<file path="src/rtl/gdma_reg_if.sv">
// Register access bus between the Zynq PS bridge and the GDMA register bank.
// The master drives address, data, enable and byte enables; the slave returns registered read data.
interface gdma_reg_if;
    logic [12:0] zynq2gdma_reg_addr;
    logic [31:0] zynq2gdma_reg_wrdata;
    logic [31:0] zynq2gdma_reg_rddata;
    logic        zynq2gdma_reg_en;
    logic [3:0]  zynq2gdma_reg_we;

    modport master (
        output zynq2gdma_reg_addr,
        output zynq2gdma_reg_wrdata,
        output zynq2gdma_reg_en,
        output zynq2gdma_reg_we,
        input  zynq2gdma_reg_rddata
    );

    modport slave (
        input  zynq2gdma_reg_addr,
        input  zynq2gdma_reg_wrdata,
        input  zynq2gdma_reg_en,
        input  zynq2gdma_reg_we,
        output zynq2gdma_reg_rddata
    );
endinterface

</file>
<file path="src/rtl/gdma_reg_bank.sv">
// GDMA control/status register bank: per-channel address/length config, start/done
// handshake with busy tracking and sticky completion flags, global irq/speed/bypass words.
module gdma_reg_bank #(
    parameter int NUM_CH = 4,
    parameter int ADDR_W = 49
) (
    input  logic                     zynq2gdma_reg_clk,
    input  logic                     zynq2gdma_reg_rst,
    gdma_reg_if.slave                reg_bus,
    output logic [NUM_CH*ADDR_W-1:0] gdma_start_rd_addr,
    output logic [NUM_CH*ADDR_W-1:0] gdma_start_wr_addr,
    output logic [NUM_CH*32-1:0]     gdma_rd_length,
    output logic [NUM_CH*32-1:0]     gdma_wr_length,
    output logic [NUM_CH-1:0]        gdma_rd_start,
    output logic [NUM_CH-1:0]        gdma_wr_start,
    input  logic [NUM_CH-1:0]        gdma_rd_done,
    input  logic [NUM_CH-1:0]        gdma_wr_done,
    output logic [31:0]              gdma_speed_divider,
    output logic                     gdma_package_bypass,
    output logic                     gdma_irq
);

    localparam int          HI_W        = ADDR_W - 32;
    localparam logic [31:0] VERSION     = 32'h0002_0000 | 32'(NUM_CH);
    localparam logic [31:0] CH_MASK     = (32'd1 << NUM_CH) - 32'd1;
    localparam logic [31:0] IRQ_EN_MASK = (CH_MASK << 16) | CH_MASK;

    function automatic logic [31:0] byte_merge(input logic [31:0] old_v,
                                               input logic [31:0] new_v,
                                               input logic [3:0]  be);
        logic [31:0] res;
        for (int b = 0; b < 4; b++) begin
            res[8*b +: 8] = be[b] ? new_v[8*b +: 8] : old_v[8*b +: 8];
        end
        return res;
    endfunction

    function automatic logic [31:0] hi_zext(input logic [HI_W-1:0] v);
        logic [31:0] res;
        res          = 32'd0;
        res[HI_W-1:0] = v;
        return res;
    endfunction

    logic [31:0]     rd_addr_lo_r [NUM_CH];
    logic [HI_W-1:0] rd_addr_hi_r [NUM_CH];
    logic [31:0]     rd_len_r     [NUM_CH];
    logic [31:0]     wr_addr_lo_r [NUM_CH];
    logic [HI_W-1:0] wr_addr_hi_r [NUM_CH];
    logic [31:0]     wr_len_r     [NUM_CH];
    logic [31:0]     irq_en_r;
    logic [31:0]     speed_div_r;
    logic            bypass_r;
    logic [31:0]     rddata_r;

    logic [NUM_CH-1:0] rd_busy_r, wr_busy_r, rd_sticky_r, wr_sticky_r;
    logic [NUM_CH-1:0] rd_start_r, wr_start_r;
    logic              irq_r;

    logic [9:0]        word_s;
    logic [2:0]        off_s;
    logic [4:0]        ch_s;
    logic              wr_s, ch_valid_s;
    logic [NUM_CH-1:0] sel_s, rd_start_req_s, wr_start_req_s, rd_w1c_s, wr_w1c_s;
    logic [NUM_CH-1:0] rd_accept_s, wr_accept_s;
    logic [NUM_CH-1:0] rd_busy_nxt_s, wr_busy_nxt_s, rd_sticky_nxt_s, wr_sticky_nxt_s;
    logic [NUM_CH-1:0] rd_start_nxt_s, wr_start_nxt_s;
    logic              irq_nxt_s;
    logic [31:0]       wdata_s, rd_mux_s, chan_word_s, glob_word_s;
    logic              unused_addr_s;

    assign unused_addr_s = ^{reg_bus.zynq2gdma_reg_addr[12], reg_bus.zynq2gdma_reg_addr[1:0], ch_s[4]};

    // Address decode and per-channel strobes for ctrl / status writes
    always_comb begin
        word_s         = reg_bus.zynq2gdma_reg_addr[11:2];
        off_s          = word_s[2:0];
        ch_s           = {1'b0, word_s[6:3]};
        wdata_s        = reg_bus.zynq2gdma_reg_wrdata;
        wr_s           = reg_bus.zynq2gdma_reg_en & (|reg_bus.zynq2gdma_reg_we);
        ch_valid_s     = (word_s[9:7] == 3'd0) && (ch_s < 5'(NUM_CH));
        sel_s          = '0;
        rd_start_req_s = '0;
        wr_start_req_s = '0;
        rd_w1c_s       = '0;
        wr_w1c_s       = '0;
        for (int c = 0; c < NUM_CH; c++) begin
            sel_s[c]          = ch_valid_s && (ch_s == 5'(c));
            rd_start_req_s[c] = wr_s && sel_s[c] && (off_s == 3'd6) && reg_bus.zynq2gdma_reg_we[0] && wdata_s[0];
            wr_start_req_s[c] = wr_s && sel_s[c] && (off_s == 3'd6) && reg_bus.zynq2gdma_reg_we[0] && wdata_s[1];
            rd_w1c_s[c]       = wr_s && sel_s[c] && (off_s == 3'd7) && reg_bus.zynq2gdma_reg_we[0] && wdata_s[2];
            wr_w1c_s[c]       = wr_s && sel_s[c] && (off_s == 3'd7) && reg_bus.zynq2gdma_reg_we[0] && wdata_s[3];
        end
        // done is applied before the start check, so done+start in one cycle is accepted
        rd_accept_s = rd_start_req_s & ~(rd_busy_r & ~gdma_rd_done);
        wr_accept_s = wr_start_req_s & ~(wr_busy_r & ~gdma_wr_done);
    end

    // Channel FSM next state: IDLE/BUSY per direction plus sticky done (set wins over W1C)
    always_comb begin
        rd_busy_nxt_s   = (rd_busy_r & ~gdma_rd_done) | rd_accept_s;
        wr_busy_nxt_s   = (wr_busy_r & ~gdma_wr_done) | wr_accept_s;
        rd_sticky_nxt_s = (rd_sticky_r & ~rd_w1c_s) | gdma_rd_done;
        wr_sticky_nxt_s = (wr_sticky_r & ~wr_w1c_s) | gdma_wr_done;
    end

    // Channel FSM outputs: start pulses and interrupt level, both registered below
    always_comb begin
        rd_start_nxt_s = rd_accept_s;
        wr_start_nxt_s = wr_accept_s;
        irq_nxt_s      = |((rd_sticky_r & irq_en_r[NUM_CH-1:0]) |
                           (wr_sticky_r & irq_en_r[16 +: NUM_CH]));
    end

    // Channel FSM state register
    always_ff @(posedge zynq2gdma_reg_clk or posedge zynq2gdma_reg_rst) begin
        if (zynq2gdma_reg_rst) begin
            rd_busy_r   <= '0;
            wr_busy_r   <= '0;
            rd_sticky_r <= '0;
            wr_sticky_r <= '0;
            rd_start_r  <= '0;
            wr_start_r  <= '0;
            irq_r       <= 1'b0;
        end else begin
            rd_busy_r   <= rd_busy_nxt_s;
            wr_busy_r   <= wr_busy_nxt_s;
            rd_sticky_r <= rd_sticky_nxt_s;
            wr_sticky_r <= wr_sticky_nxt_s;
            rd_start_r  <= rd_start_nxt_s;
            wr_start_r  <= wr_start_nxt_s;
            irq_r       <= irq_nxt_s;
        end
    end

    // Config storage; a direction's words are frozen while that direction is busy
    always_ff @(posedge zynq2gdma_reg_clk or posedge zynq2gdma_reg_rst) begin
        if (zynq2gdma_reg_rst) begin
            for (int c = 0; c < NUM_CH; c++) begin
                rd_addr_lo_r[c] <= 32'd0;
                rd_addr_hi_r[c] <= '0;
                rd_len_r[c]     <= 32'd0;
                wr_addr_lo_r[c] <= 32'd0;
                wr_addr_hi_r[c] <= '0;
                wr_len_r[c]     <= 32'd0;
            end
            irq_en_r    <= 32'd0;
            speed_div_r <= 32'd0;
            bypass_r    <= 1'b0;
        end else begin
            for (int c = 0; c < NUM_CH; c++) begin
                if (wr_s && sel_s[c]) begin
                    case (off_s)
                        3'd0: if (!rd_busy_r[c]) rd_addr_lo_r[c] <= byte_merge(rd_addr_lo_r[c], wdata_s, reg_bus.zynq2gdma_reg_we);
                        3'd1: if (!rd_busy_r[c]) rd_addr_hi_r[c] <= HI_W'(byte_merge(hi_zext(rd_addr_hi_r[c]), wdata_s, reg_bus.zynq2gdma_reg_we));
                        3'd2: if (!rd_busy_r[c]) rd_len_r[c]     <= byte_merge(rd_len_r[c], wdata_s, reg_bus.zynq2gdma_reg_we);
                        3'd3: if (!wr_busy_r[c]) wr_addr_lo_r[c] <= byte_merge(wr_addr_lo_r[c], wdata_s, reg_bus.zynq2gdma_reg_we);
                        3'd4: if (!wr_busy_r[c]) wr_addr_hi_r[c] <= HI_W'(byte_merge(hi_zext(wr_addr_hi_r[c]), wdata_s, reg_bus.zynq2gdma_reg_we));
                        3'd5: if (!wr_busy_r[c]) wr_len_r[c]     <= byte_merge(wr_len_r[c], wdata_s, reg_bus.zynq2gdma_reg_we);
                        default: ;
                    endcase
                end
            end
            if (wr_s) begin
                case (word_s)
                    10'h080: irq_en_r    <= byte_merge(irq_en_r, wdata_s, reg_bus.zynq2gdma_reg_we) & IRQ_EN_MASK;
                    10'h081: speed_div_r <= byte_merge(speed_div_r, wdata_s, reg_bus.zynq2gdma_reg_we);
                    10'h082: if (reg_bus.zynq2gdma_reg_we[0]) bypass_r <= wdata_s[0];
                    default: ;
                endcase
            end
        end
    end

    // Read mux: selected channel word OR'd with global word; unmapped decodes give 0
    always_comb begin
        chan_word_s = 32'd0;
        rd_mux_s    = 32'd0;
        for (int c = 0; c < NUM_CH; c++) begin
            case (off_s)
                3'd0:    chan_word_s = rd_addr_lo_r[c];
                3'd1:    chan_word_s = hi_zext(rd_addr_hi_r[c]);
                3'd2:    chan_word_s = rd_len_r[c];
                3'd3:    chan_word_s = wr_addr_lo_r[c];
                3'd4:    chan_word_s = hi_zext(wr_addr_hi_r[c]);
                3'd5:    chan_word_s = wr_len_r[c];
                3'd7:    chan_word_s = {28'd0, wr_sticky_r[c], rd_sticky_r[c], wr_busy_r[c], rd_busy_r[c]};
                default: chan_word_s = 32'd0;
            endcase
            rd_mux_s = rd_mux_s | ({32{sel_s[c]}} & chan_word_s);
        end
        case (word_s)
            10'h080: glob_word_s = irq_en_r;
            10'h081: glob_word_s = speed_div_r;
            10'h082: glob_word_s = {31'd0, bypass_r};
            10'h083: glob_word_s = VERSION;
            default: glob_word_s = 32'd0;
        endcase
        rd_mux_s = rd_mux_s | glob_word_s;
    end

    // Read data register; any enabled access (read or write) captures the pre-write word
    always_ff @(posedge zynq2gdma_reg_clk or posedge zynq2gdma_reg_rst) begin
        if (zynq2gdma_reg_rst) begin
            rddata_r <= 32'd0;
        end else if (reg_bus.zynq2gdma_reg_en) begin
            rddata_r <= rd_mux_s;
        end
    end

    // Output packing, straight from registers
    always_comb begin
        gdma_start_rd_addr = '0;
        gdma_start_wr_addr = '0;
        gdma_rd_length     = '0;
        gdma_wr_length     = '0;
        for (int c = 0; c < NUM_CH; c++) begin
            gdma_start_rd_addr[c*ADDR_W +: ADDR_W] = {rd_addr_hi_r[c], rd_addr_lo_r[c]};
            gdma_start_wr_addr[c*ADDR_W +: ADDR_W] = {wr_addr_hi_r[c], wr_addr_lo_r[c]};
            gdma_rd_length[c*32 +: 32]             = rd_len_r[c];
            gdma_wr_length[c*32 +: 32]             = wr_len_r[c];
        end
    end

    assign reg_bus.zynq2gdma_reg_rddata = rddata_r;
    assign gdma_rd_start                = rd_start_r;
    assign gdma_wr_start                = wr_start_r;
    assign gdma_speed_divider           = speed_div_r;
    assign gdma_package_bypass          = bypass_r;
    assign gdma_irq                     = irq_r;

endmodule

</file>
<file path="src/flat_wrapper.sv">
// flat-port wrapper written by rule: the top's interface ports become plain ports
module gdma_reg_bank_flat 
#(
    parameter int NUM_CH = 4,
    parameter int ADDR_W = 49
)
  (zynq2gdma_reg_clk, zynq2gdma_reg_rst, gdma_start_rd_addr, gdma_start_wr_addr, gdma_rd_length, gdma_wr_length, gdma_rd_start, gdma_wr_start, gdma_rd_done, gdma_wr_done, gdma_speed_divider, gdma_package_bypass, gdma_irq, reg_bus_zynq2gdma_reg_addr, reg_bus_zynq2gdma_reg_wrdata, reg_bus_zynq2gdma_reg_en, reg_bus_zynq2gdma_reg_we, reg_bus_zynq2gdma_reg_rddata);
  gdma_reg_if reg_bus_i ();
  input  logic zynq2gdma_reg_clk;
  input  logic zynq2gdma_reg_rst;
  output logic [NUM_CH*ADDR_W-1:0] gdma_start_rd_addr;
  output logic [NUM_CH*ADDR_W-1:0] gdma_start_wr_addr;
  output logic [NUM_CH*32-1:0] gdma_rd_length;
  output logic [NUM_CH*32-1:0] gdma_wr_length;
  output logic [NUM_CH-1:0] gdma_rd_start;
  output logic [NUM_CH-1:0] gdma_wr_start;
  input  logic [NUM_CH-1:0] gdma_rd_done;
  input  logic [NUM_CH-1:0] gdma_wr_done;
  output logic [31:0] gdma_speed_divider;
  output logic gdma_package_bypass;
  output logic gdma_irq;
  input wire logic [$bits(reg_bus_i.zynq2gdma_reg_addr)-1:0] reg_bus_zynq2gdma_reg_addr;
  input wire logic [$bits(reg_bus_i.zynq2gdma_reg_wrdata)-1:0] reg_bus_zynq2gdma_reg_wrdata;
  input wire logic [$bits(reg_bus_i.zynq2gdma_reg_en)-1:0] reg_bus_zynq2gdma_reg_en;
  input wire logic [$bits(reg_bus_i.zynq2gdma_reg_we)-1:0] reg_bus_zynq2gdma_reg_we;
  output wire logic [$bits(reg_bus_i.zynq2gdma_reg_rddata)-1:0] reg_bus_zynq2gdma_reg_rddata;
  assign reg_bus_i.zynq2gdma_reg_addr = reg_bus_zynq2gdma_reg_addr;
  assign reg_bus_i.zynq2gdma_reg_wrdata = reg_bus_zynq2gdma_reg_wrdata;
  assign reg_bus_i.zynq2gdma_reg_en = reg_bus_zynq2gdma_reg_en;
  assign reg_bus_i.zynq2gdma_reg_we = reg_bus_zynq2gdma_reg_we;
  assign reg_bus_zynq2gdma_reg_rddata = reg_bus_i.zynq2gdma_reg_rddata;
  gdma_reg_bank #(.NUM_CH(NUM_CH), .ADDR_W(ADDR_W)) u_core (.zynq2gdma_reg_clk(zynq2gdma_reg_clk), .zynq2gdma_reg_rst(zynq2gdma_reg_rst), .reg_bus(reg_bus_i), .gdma_start_rd_addr(gdma_start_rd_addr), .gdma_start_wr_addr(gdma_start_wr_addr), .gdma_rd_length(gdma_rd_length), .gdma_wr_length(gdma_wr_length), .gdma_rd_start(gdma_rd_start), .gdma_wr_start(gdma_wr_start), .gdma_rd_done(gdma_rd_done), .gdma_wr_done(gdma_wr_done), .gdma_speed_divider(gdma_speed_divider), .gdma_package_bypass(gdma_package_bypass), .gdma_irq(gdma_irq));
endmodule
</file>
<file path="config.mk">
export PLATFORM = sky130hd
export DESIGN_NAME = gdma_reg_bank_flat
export DESIGN_NICKNAME = d
export VERILOG_FILES = /design/src/rtl/gdma_reg_if.sv /design/src/rtl/gdma_reg_bank.sv /design/src/flat_wrapper.sv
export SDC_FILE = /design/constraint.sdc
export NUM_CORES = 1
export LEC_CHECK = 0
export BUFFER_PORTS_ARGS = -buffer_cell sky130_fd_sc_hd__buf_2
export CORE_AREA = 5 5 298 300
export DETAILED_ROUTE_END_ITERATION = 10
export DIE_AREA = 0 0 303 305
export GPL_TIMING_DRIVEN = 0
export PLACE_DENSITY = 0.6
export SKIP_LAST_GASP = 1
export SYNTH_ARGS = -nofsm -noshare
export SYNTH_HDL_FRONTEND = slang
export SYNTH_SLANG_ARGS = --single-unit
</file>
<file path="constraint.sdc">
create_clock -name zynq2gdma_reg_clk -period 31.1 [get_ports zynq2gdma_reg_clk]
set_input_delay 3.11 -clock zynq2gdma_reg_clk [delete_from_list [all_inputs] [get_ports zynq2gdma_reg_clk]]
set_output_delay 3.11 -clock zynq2gdma_reg_clk [all_outputs]
set_load 0.02 [all_outputs]
</file>
==> run_results.csv <==
group,metric,value,unit
placed_design,post-place-ws,23.21,ns
global_routing,grt_max_degree,124,
status,violations,"max-capacitance violations, max-slew violations",
placed_design,portBuffers,771,
clock_network,h-tree-depth,3,
critical_path,worstPathRequired,31.58,ns
power,seqPwrFrac,44.6,%
critical_path,cpMostUsedCell,"buf_2",
clock_network,hold_buffers,0,
synthesis,synth_edf_count,0,
die,design.core.area,0.0859,mm2
sta,tns,0,ns
routing,totalWireLength,188000,um
global_routing,grt_pass1_vias,28600,
cells_and_area,multi_input_area,0.0153,mm2
clock_network,post_cts_buffers,0,
synthesis,syn-num-nets,2640,
placed_design,gp_congestion,0.996,
routing,num_vias,29500,
placed_design,hpwl,136000,um
hold_path,min_path_cells,2,
die,start_util,40.4,%
synthesis,ys.flop_type,"dfrtp_1",
sta,setup_viol,0,
critical_path,crit_path_start_kind,"input pin",
power,p_per_area,51.1,mW/mm2
routing,ant_nets,0,
synthesis,synth_area_per_cell,13.5,um2
critical_path,rr_worst_depth,5,
clock_network,numCtsBuffers,85,
critical_path,cp-end-kind,"flop",
power,power_frac_clock,47.2,%
sta,worst_pin_slew,1.60,ns
synthesis,yosys_warnings,0,
sta,post-route-period-util,24.2,%
placed_design,post_dp_cell_area,0.0403,mm2
critical_path,crit_chain,"buf_2, buf_2, buf_2, buf_2, buf_1, clkbuf_1, nor2_1, o311ai_0, o211ai_1",
sta,max_slew_margin,-6.76,%
clock_network,cts.sinks,746,
power,p_leak,22.7,nW
synthesis,synthesis.area,0.0348,mm2
critical_path,crit_arrival,8.01,ns
cells_and_area,final_common_cell,"buf_2",
global_routing,grt_pass1_wl,250000,um
sta,hold_viol,0,
routing,detail_route.first_pass.iterations,8,
die,io_pins,782,
power,peakVddDrop,0.0386,mV
power,power.internal,1.61,mW
cells_and_area,regArea,0.0187,mm2
global_routing,grt_antenna_before_repair,17,
sta,layout_min_cycle_time,7.53,ns
routing,remaining_drc_errors,0,
routing,wire_per_inst,40.1,um
flow_run,max-cap-violations,5,
critical_path,crit_fanout,10,
die,rows,108,
sta,timing.fmax,0.133,GHz
sta,slew_viol_final,55,
routing,via_per_inst,6.29,
synthesis,syn-instance-count,2580,
cells_and_area,fill_cells,7966,
critical_path,worst_path_max_delay_cell,"clkbuf_1",
clock_network,clk_latency,0.66,ns
cells_and_area,area_growth,24.4,%
power,swShare,26.9,%
synthesis,ys_seq_area_share,53.7,%
die,die_h,305,um
global_routing,grt_usage,39.4,%
cells_and_area,drive_gt1_share,51.8,%
critical_path,cpPeakStageDelay,1.06,ns
hold_path,min_path_type,"flop to flop",
cells_and_area,utilization,50.3,%
cells_and_area,final_cell_mix,"buf_2, dfrtp_1, mux2_2",
global_routing,overflow,0,
power,finalPower,2.21,mW
clock_network,cts_tree,"built",
clock_network,clk_pin_slew,0.06,ns
clock_network,cts.path.max_buffers,3,
synthesis,synth_seq_cells,746,
synthesis,async_reset_ff_share,100,%
routing,drt-initial-drc-count,3432,
critical_path,crit_type,"input pin to flop",
die,die-area,0.0924,mm2
clock_network,cts-root-buf,"clkbuf_16",
die,die_w,303,um
power,power.switching,0.595,mW
clock_network,cts_resized,0,
sta,clock_skew,0.0252,ns
sta,grt_setup_unrepaired,"false",
power,combPwrFrac,8.1,%
sta,fin_ws,23.57,ns
cells_and_area,fin_area,0.0432,mm2
synthesis,ys_types,65,
cells_and_area,nets,3510,
status,status,"finished with violations",
[metal layers]
| layer | part of all wire (%) | GRT usage, % | vias up |
|---|---|---|---|
| met5 | 0.027 | 0 | - |
| met4 | 6.6 | 21.2 | 8 |
| met3 | 11 | 10.9 | 512 |
| met2 | 44 | 59.4 | 2057 |
| met1 | 38 | 51.5 | 15500 |
| li1 | - | - | 11500 |
[Yosys cell counts, types with 4 or more instances]
cell type | n | area share [%]
a211oi_1 | 7 | 0.15
a21oi_1 | 60 | 0.86
a221o_1 | 39 | 1.1
a221oi_1 | 60 | 1.5
a22oi_1 | 51 | 1.1
a31oi_1 | 14 | 0.25
a32oi_1 | 4 | 0.10
and2_1 | 5 | 0.090
and3_1 | 20 | 0.36
and4_1 | 5 | 0.13
buf_1 | 27 | 0.29
buf_2 | 16 | 0.23
buf_4 | 7 | 0.15
clkbuf_1 | 129 | 1.4
dfrtp_1 | 746 | 54
inv_1 | 21 | 0.23
mux2_1 | 33 | 1.1
mux2_2 | 742 | 24
mux2i_1 | 100 | 2.9
mux4_2 | 20 | 1.3
nand2_1 | 82 | 0.89
nand2_2 | 20 | 0.36
nand2b_1 | 6 | 0.11
nand3_1 | 30 | 0.43
nand4_1 | 6 | 0.11
nor2_1 | 42 | 0.45
nor2_2 | 6 | 0.11
nor2_4 | 54 | 1.7
nor2b_1 | 19 | 0.34
nor3_1 | 8 | 0.12
o211ai_1 | 11 | 0.24
o21ai_0 | 44 | 0.63
o221ai_1 | 14 | 0.35
o22ai_1 | 10 | 0.18
o2bb2ai_1 | 60 | 1.5
or2_2 | 4 | 0.072
or3_1 | 11 | 0.20
or4_1 | 6 | 0.13
[critical path: cells and delay by family]
kind | cells | cell delay (ns)
compound gates | 2 | 0.87
buf+inv | 6 | 3.85
simple gates | 1 | 0.11
[path summary, 6_finish.rpt]
kind	start	to	slack, ns
max	reg_bus_zynq2gdma_reg_addr[3]	u_core.reg_bus.zynq2gdma_reg_rddata[12]	23.57
min	u_core.reg_bus.zynq2gdma_reg_rddata[27]	u_core.reg_bus.zynq2gdma_reg_rddata[27]	0.49
max reg2reg	u_core.gdma_start_wr_addr[11]	u_core.reg_bus.zynq2gdma_reg_rddata[11]	29.02
min reg2reg	u_core.reg_bus.zynq2gdma_reg_rddata[27]	u_core.reg_bus.zynq2gdma_reg_rddata[27]	0.49
max in group asynchronous	zynq2gdma_reg_rst	u_core.gdma_rd_length[30]	26.27
min in group asynchronous	zynq2gdma_reg_rst	u_core.gdma_start_wr_addr[99]	2.58
[state kept, by name, indices dropped and copies added (netlist names)]
register                             flops
u_core.gdma_wr_start                     4
u_core.gdma_wr_length                  128
u_core.rd_sticky_r                       4
u_core.rd_busy_r                         4
u_core.irq_en_r                          8
u_core.gdma_start_wr_addr              196
u_core.gdma_irq                          1
u_core.gdma_rd_length                  128
u_core.gdma_rd_start                     4
u_core.gdma_package_bypass               1
u_core.gdma_start_rd_addr              196
u_core.wr_busy_r                         4
u_core.wr_sticky_r                       4
u_core.reg_bus.zynq2gdma_reg_rddata     32
u_core.gdma_speed_divider               32
[layout make-up]
type | instances | area share (%)
repair buffers | 783 | 9.50
well taps | 1155 | 3.34
multi-input cells | 1630 | 35.4
diodes | 15 | 0.0868
inverters | 24 | 0.226
flip-flops and latches | 746 | 43.2
clock buffers | 126 | 5.83
clock inverters | 31 | 0.772
plain buffers | 180 | 1.72
[power by group through the flow]
stage / sequential [mW] / combinational [mW] / clock (mW)
6_report: 0.986 / 0.180 / 1.04
5_1_grt: 0.986 / 0.182 / 1.08
4_1_cts: 0.986 / 0.174 / 1.04
3_5_place_dp: 1.00 / 0.174 / 0
3_3_place_gp: 1.01 / 0.170 / 0
2_1_floorplan: 1.01 / 0.0701 / 0
[stage by stage]
stage,cells,hold WS (ns)
final,4690,0.487
after global routing,4678,0.514
after CTS,4674,0.486
after detailed placement,4517,0.473
after global placement,4506,0.470
after floorplan,2580,0.431
[kinds of logic (layout without fill, tap and decap cells)]
kind of cell           Yosys count  count (layout)  share of synthesized area, %
other                            0              15                             0
buffers and inverters          204            1144                          2.34
AOI/OAI and AO/OA              397             397                          8.61
and+or+nand+nor                338             338                          6.06
DFF                            746             746                          53.7
muxes                          895             895                          29.3
(Power assumes the default switching activity.)
